==> config.mk <==
export PLATFORM = sky130hd
export DESIGN_NAME = ram_copy_engine
export DESIGN_NICKNAME = d
export VERILOG_FILES = /design/src/rtl/ram_copy_pkg.sv /design/src/rtl/ram_copy_engine.sv
export SDC_FILE = /design/constraint.sdc
export NUM_CORES = 1
export LEC_CHECK = 0
export ABC_AREA = 1
export CORE_MARGIN = 2
export CORE_UTILIZATION = 40
export DETAILED_ROUTE_END_ITERATION = 10
export MAX_ROUTING_LAYER = met4
export PLACE_DENSITY = 0.78
export SLEW_MARGIN = 20
export SYNTH_ARGS = -nofsm -noshare
export SYNTH_HDL_FRONTEND = slang
export SYNTH_SLANG_ARGS = --single-unit
==> constraint.sdc <==
create_clock -name clk -period 1.9 [get_ports clk]
set_clock_uncertainty 0.2 [all_clocks]
set_input_delay 0.285 -clock clk [delete_from_list [all_inputs] [get_ports clk]]
set_output_delay 0.285 -clock clk [all_outputs]
set_load 0.02 [all_outputs]
==> src/rtl/ram_copy_pkg.sv <==
// Shared constants for the RAM copy engine: state encoding and default widths.
package ram_copy_pkg;

    localparam int RC_DATA_WIDTH = 32;
    localparam int RC_ADDR_WIDTH = 10;

    localparam logic [1:0] ST_IDLE  = 2'd0;
    localparam logic [1:0] ST_READ  = 2'd1;
    localparam logic [1:0] ST_WRITE = 2'd2;

    typedef enum logic [1:0] {
        IDLE  = ST_IDLE,
        READ  = ST_READ,
        WRITE = ST_WRITE
    } rc_state_t;

endpackage

==> src/rtl/ram_copy_engine.sv <==
// Memory-to-memory copy initiator (optional fill mode under RAM_COPY_FILL_EN) for single_port_ram.
// Latency: 2 cycles per copied word (read then write), 1 cycle per filled word; done after E(2*len) / E(len).
// Backpressure: none; start is only sampled in IDLE and ignored while busy.
module ram_copy_engine
    import ram_copy_pkg::*;
#(
    parameter int DATA_WIDTH = RC_DATA_WIDTH,
    parameter int ADDR_WIDTH = RC_ADDR_WIDTH,
    parameter int LEN_WIDTH  = ADDR_WIDTH + 1
) (
    input  logic                  clk,
    input  logic                  rst,
    input  logic                  start,
    input  logic [ADDR_WIDTH-1:0] src_addr,
    input  logic [ADDR_WIDTH-1:0] dst_addr,
    input  logic [LEN_WIDTH-1:0]  len,
    input  logic                  fill,
    input  logic [DATA_WIDTH-1:0] fill_data,
    output logic                  busy,
    output logic                  done,
    output logic                  mem_en,
    output logic                  mem_we,
    output logic [ADDR_WIDTH-1:0] mem_addr,
    output logic [DATA_WIDTH-1:0] mem_din,
    input  logic [DATA_WIDTH-1:0] mem_dout
);

    rc_state_t             state_q, state_d;
    logic [ADDR_WIDTH-1:0] src_q, src_d;
    logic [ADDR_WIDTH-1:0] dst_q, dst_d;
    logic [LEN_WIDTH-1:0]  cnt_q, cnt_d;
    logic                  busy_d, done_d, en_d, we_d;
    logic [ADDR_WIDTH-1:0] addr_d;
    logic                  fill_q;
    logic                  fill_sel;

`ifdef RAM_COPY_FILL_EN
    logic [DATA_WIDTH-1:0] fill_data_q;

    always_ff @(posedge clk or posedge rst) begin
        if (rst) begin
            fill_q      <= 1'b0;
            fill_data_q <= '0;
        end else if (state_q == IDLE && start) begin
            fill_q      <= fill;
            fill_data_q <= fill_data;
        end
    end

    assign fill_sel = fill;
    assign mem_din  = (state_q == WRITE) ? (fill_q ? fill_data_q : mem_dout) : '0;
`else
    logic unused_fill;

    assign unused_fill = ^{fill, fill_data};
    assign fill_q      = 1'b0;
    assign fill_sel    = 1'b0;
    // Write data is the word the RAM registered at the end of the preceding READ.
    assign mem_din     = (state_q == WRITE) ? mem_dout : '0;
`endif

    always_comb begin
        state_d = state_q;
        src_d   = src_q;
        dst_d   = dst_q;
        cnt_d   = cnt_q;
        busy_d  = busy;
        done_d  = 1'b0;
        en_d    = 1'b0;
        we_d    = 1'b0;
        addr_d  = '0;
        case (state_q)
            IDLE: begin
                busy_d = 1'b0;
                if (start) begin
                    if (len == '0) begin
                        done_d = 1'b1;
                    end else begin
                        src_d  = src_addr;
                        dst_d  = dst_addr;
                        cnt_d  = len;
                        busy_d = 1'b1;
                        en_d   = 1'b1;
                        if (fill_sel) begin
                            state_d = WRITE;
                            we_d    = 1'b1;
                            addr_d  = dst_addr;
                        end else begin
                            state_d = READ;
                            addr_d  = src_addr;
                        end
                    end
                end
            end
            READ: begin
                state_d = WRITE;
                en_d    = 1'b1;
                we_d    = 1'b1;
                addr_d  = dst_q;
            end
            WRITE: begin
                src_d = src_q + ADDR_WIDTH'(1);
                dst_d = dst_q + ADDR_WIDTH'(1);
                cnt_d = cnt_q - LEN_WIDTH'(1);
                if (cnt_q == LEN_WIDTH'(1)) begin
                    state_d = IDLE;
                    busy_d  = 1'b0;
                    done_d  = 1'b1;
                end else if (fill_q) begin
                    state_d = WRITE;
                    en_d    = 1'b1;
                    we_d    = 1'b1;
                    addr_d  = dst_q + ADDR_WIDTH'(1);
                end else begin
                    state_d = READ;
                    en_d    = 1'b1;
                    addr_d  = src_q + ADDR_WIDTH'(1);
                end
            end
            default: begin
                state_d = IDLE;
                busy_d  = 1'b0;
            end
        endcase
    end

    always_ff @(posedge clk or posedge rst) begin
        if (rst) begin
            state_q  <= IDLE;
            src_q    <= '0;
            dst_q    <= '0;
            cnt_q    <= '0;
            busy     <= 1'b0;
            done     <= 1'b0;
            mem_en   <= 1'b0;
            mem_we   <= 1'b0;
            mem_addr <= '0;
        end else begin
            state_q  <= state_d;
            src_q    <= src_d;
            dst_q    <= dst_d;
            cnt_q    <= cnt_d;
            busy     <= busy_d;
            done     <= done_d;
            mem_en   <= en_d;
            mem_we   <= we_d;
            mem_addr <= addr_d;
        end
    end

endmodule

# After elaboration in Yosys (flattened, before gate mapping)
# Index checks and enable logic that the tools add are counted.
[word_totals]
register_bits = 47
output_inout_bits = 46
wordCells = 54
[op_classes]
add_sub_neg = 3
n_eq_ne = 6
muxes = 29
bitwise = 1
n_reduce_logical = 6
[op_table]
columns = ["cell", "count"]
rows = [
  ["$mux 10", 7],
  ["$pmux 10 s2", 2],
  ["$mux 32", 1],
  ["$pmux 10 s3", 1],
  ["$mux 11", 2],
  ["$pmux 11 s2", 1],
  ["$add 10x1->10 const B", 2],
  ["$eq 11x1->1 const B", 1],
  ["$logic_not 11->1", 1],
  ["$sub 11x1->11 const B", 1],
  ["$mux 1", 9],
  ["$pmux 1 s3", 2],
  ["$pmux 2 s3", 1],
  ["$mux 2", 2],
  ["$ne 2x2->1 const B", 2],
  ["$reduce_and 2->1", 2],
  ["$reduce_and 3->1", 1],
  ["$eq 2x1->1 const B", 1],
  ["$eq 2x2->1 const B", 1],
  ["$logic_not 2->1", 1],
  ["$ne 2x1->1 const B", 1],
  ["$pmux 1 s2", 1],
  ["$reduce_bool 2->1", 1],
  ["$not 1->1", 1],
]

# Logic depth before layout (Yosys ltp)
[logic_depth]
word_depth = 4
ltp_mapped = 10
mapped_depth_nobuf = 10

# Worst setup path before layout
# No wires, ideal clock.
[synth_path]
kind = "reg-to-output"
from = "register state_q[0]"
to = "output mem_din[10]"
t_arrival_ps = 1239
required_time_ps = 1415
setup_slack_ps = 176
stages_incl_launch_ff = 6
n_path_buf = 2
cell_sequence = "dfrtp_1 -> inv_1 -> nand2_2 -> buf_2 -> buf_2 -> nor2_1"
[synth_between]
elab_chain_len = 2
[synth_lines]
columns = ["item", "line_no", "source"]
rows = [
  ["from (decl)", "ram_copy_engine.sv:28", "rc_state_t state_q, state_d;"],
  ["from (signal assigned)", "ram_copy_engine.sv:139", "state_q <= state_d;"],
  ["$eq 2x2->1", "ram_copy_engine.sv:59", "assign mem_din = (state_q == WRITE) ? mem_dout : '0;"],
  ["$mux 32", "ram_copy_engine.sv:59", ""],
  ["to (decl)", "ram_copy_engine.sv:24", "output logic [DATA_WIDTH-1:0] mem_din,"],
]
# Every way passes these cells.

# Final worst setup path
[layout_path]
from = "register state_q[0]"
to = "output mem_din[24]"
# Same word-level chain as after synthesis.

==> summary.txt <==
Setup path
  – WS Path Type: reg2out
  – Worst Path Required: 1.41 ns
  – Crit Reg-Reg Startpoint: cnt_q[4]
  – R2R depth: 6
  – Reg2reg end: mem_addr[0]
  – CP max FO: 30
  – Flop2flop setup slack: about 0.1 ns
  – Startpoint types: flip-flop
  – Worst setup EP type: primary output
  – Crit path arrival time: 1.33 ns
  – Setup crit start: state_q[0]

Global routing
  – Vias in the first global route: 3178
  – Largest net degree at the start of global routing: 48
  – First-pass GRT wire length: 14800 microns
  – GRT Total Usage: 0.213
  – Initial antenna violation count: 0
  – Grt ovf: 0

Synth
  – Largest family of logic cells by synthesized area: simple AND/OR/NAND/NOR gates
  – Post-synth EDFFs: 0
  – Ys flop type: dfrtp_1
  – Share of synthesized registers carrying an async set or reset: 1.00
  – Sequential share of the synthesized area: 0.368
  – Share of the synthesized area in the top cell type: 0.368
  – Compound-gate portion of the synthesized area: 0.0900
  – Syn Inst Count: about 480
  – Synth Warn #: 0
  – Post-Syn Nets: 586
  – Most common cell in the netlist: nand2_1
  – Synth Register Bits: 47
  – Simple logic cell fraction of the synthesized area: 0.390
  – Mean Syn Cell Area: 6.62 sq um
  – Unique cell type count in the Yosys netlist: 36
  – Post-synthesis mux area share: 0.00626
  – Leading post-synthesis cells by cell area: dfrtp_1 37%, nand2_1 17%, inv_1 8.7%
  – Most instantiated cells after synthesis: 149 x nand2_1, 74 x inv_1, 63 x nor2_1
  – Cell Area, Synth: 3200 sq um
  – Synth area leader: dfrtp_1
  – Post-Synth Adder-Cell Area: 0.0156
  – XOR/XNOR Fraction of Synth Area: 0.00274

Timing
  – Slew headroom: 0.707
  – Hold Fails Final Rpt: 0
  – Fmax: 550 MHz
  – Min Tclk post-route: 1.82 ns
  – Setup TNS: 0 ns
  – Worst-margin pin slew: around 0.44 ns
  – RSZ-0062 raised after global routing: false
  – Fin. max-slew vios: 0
  – Final Cycle Share: 0.957
  – Final setup fails: 0

Clocking
  – Worst-Skew Late Latency: 0.29 ns
  – CTS tree: built
  – CTS Buf Count: 5
  – Reg clk slew, reported paths: about 0.08 ns
  – H-Tree Depth: 2
  – CTS root buf: clkbuf_8
  – Clock sinks: between 40 and 50
  – Hold buffer count at CTS: 0
  – Max clock buf depth: 2

Pwr
  – Power per Cell Area: between 1000 and 1500 nW/um^2
  – LEAKAGE: 2.38 nW
  – VDD IR max: between 0.6 and 0.7 mV

Die
  – Full die area: 8730 sq um
  – Die W: a little over 90 microns
  – Core box area: 7730 sq um
  – Initial Util: 0.414
  – Io pins: 145
  – Die height: 93.4 microns
  – Rows: 32

Route
  – Drt first pass iters: 4
  – DR vias: 3399
  – Vias per cell: 4.79
  – Drt wl/cell: 12.5 microns
  – Post-route ant nets: 0
  – Remaining DRCs: 0
  – Routed wire length: 8880 microns
  – Initial drt markers: 185

Place
  – Port Buffers: roughly 110
  – Gp weighted congestion: 0.947
  – DP HPWL: 6720 microns

Cells and area
  – Nets: 711
  – Fillcell total: 747
  – Diodes inserted: 0
  – Final core utilization: 0.577
  – Area Overhead vs Synth: 39.4%
  – Share of layout cells above drive strength 1: 0.153

Outcome
  – Status: complete, no violations

Min path
  – Worst hold-check path type: in2async

Flow run
  – Max cap viols: 0
## layout make-up
type,count,area [sq um],area share
clock buffers,6,72.6,0.0163
inverters,77,294,0.0660
multi-input cells,342,1620,0.362
flip-flops and latches,47,1180,0.264
well taps,102,128,0.0286
repair buffers,135,1170,0.263
## cell usage in the layout, fill, tap and decap left out, types with 4 or more instances in the layout
master and count:
nand2_1 149, clkdlybuf4s50_1 79, inv_1 73, nor2_1 63, nand3_1 53, dfrtp_1 47, o21ai_0 20, buf_2 20
buf_4 20, clkbuf_2 12, o21ai_2 10, nand2_2 8, nand4_1 6, clkbuf_8 5, o211ai_1 4, ha_1 4
## worst max-delay path, cell delays in order (launching register included)
cell and delay (ns):
dfrtp_1 0.39, inv_1 0.09, nand2_2 0.08, buf_12 0.16, nor2_1 0.12, buf_2 0.19
## sequential cells by signal (all words and copies together) (netlist names)
signal	count
dst_q	10
src_q	10
done	1
busy	1
mem_we	1
state_q	2
cnt_q	11
mem_addr	10
mem_en	1
## timing repair
action / in CTS / in global routing
cloned: 0 / 0
setup endpoints to repair: 32 / 36
resized for setup: 84 / 35
buffers inserted: 0 / 0
pin swaps: 0 / 0
endpoints found under the hold margin: 0 / 0
## kinds of logic after synthesis
| kind of cell | count (synthesis) |
|---|---|
| simple gates | 292 |
| buf+inv | 94 |
| flops | 47 |
| compound gates | 43 |
| fa+ha+maj | 4 |
| mux | 2 |
| xor+xnor | 1 |
## stage by stage
step	std cells	setup slack (ns)	hold slack (ns)	power, mW	instance area, sq um
after global placement	703	-0.0954	0.273	5.42	4540
after CTS	709	0.000348	0.140	6.05	4640
after global routing	709	0.00856	0.155	6.48	4460
final	709	0.0818	0.131	5.99	4460
after detailed placement	703	-0.142	0.283	5.54	4540
after floorplan	483	0.176	0.205	4.25	3200
## worst max-delay path by stage
stage	to	cells past startpoint
after global placement	src_q[6]	8
final	mem_din[24]	5
after CTS	mem_din[16]	5
after floorplan	mem_din[10]	5
after detailed placement	src_q[0]	8
after global routing	mem_din[24]	5
## metal layers
metal	global-route usage	part of all wire
met3	0.0290	0.057
met1	0.287	0.45
met2	0.346	0.48
met5	-	0
met4	0.0466	0.012
## power by group
part           leakage, nW  internal (mW)  switching, mW  total [mW]
Clock               0.0371          0.246          0.313       0.559
Combinational         1.76           1.39           2.15        3.53
Sequential           0.580           1.47          0.419        1.89
Power figures use the tool's default switching activity.
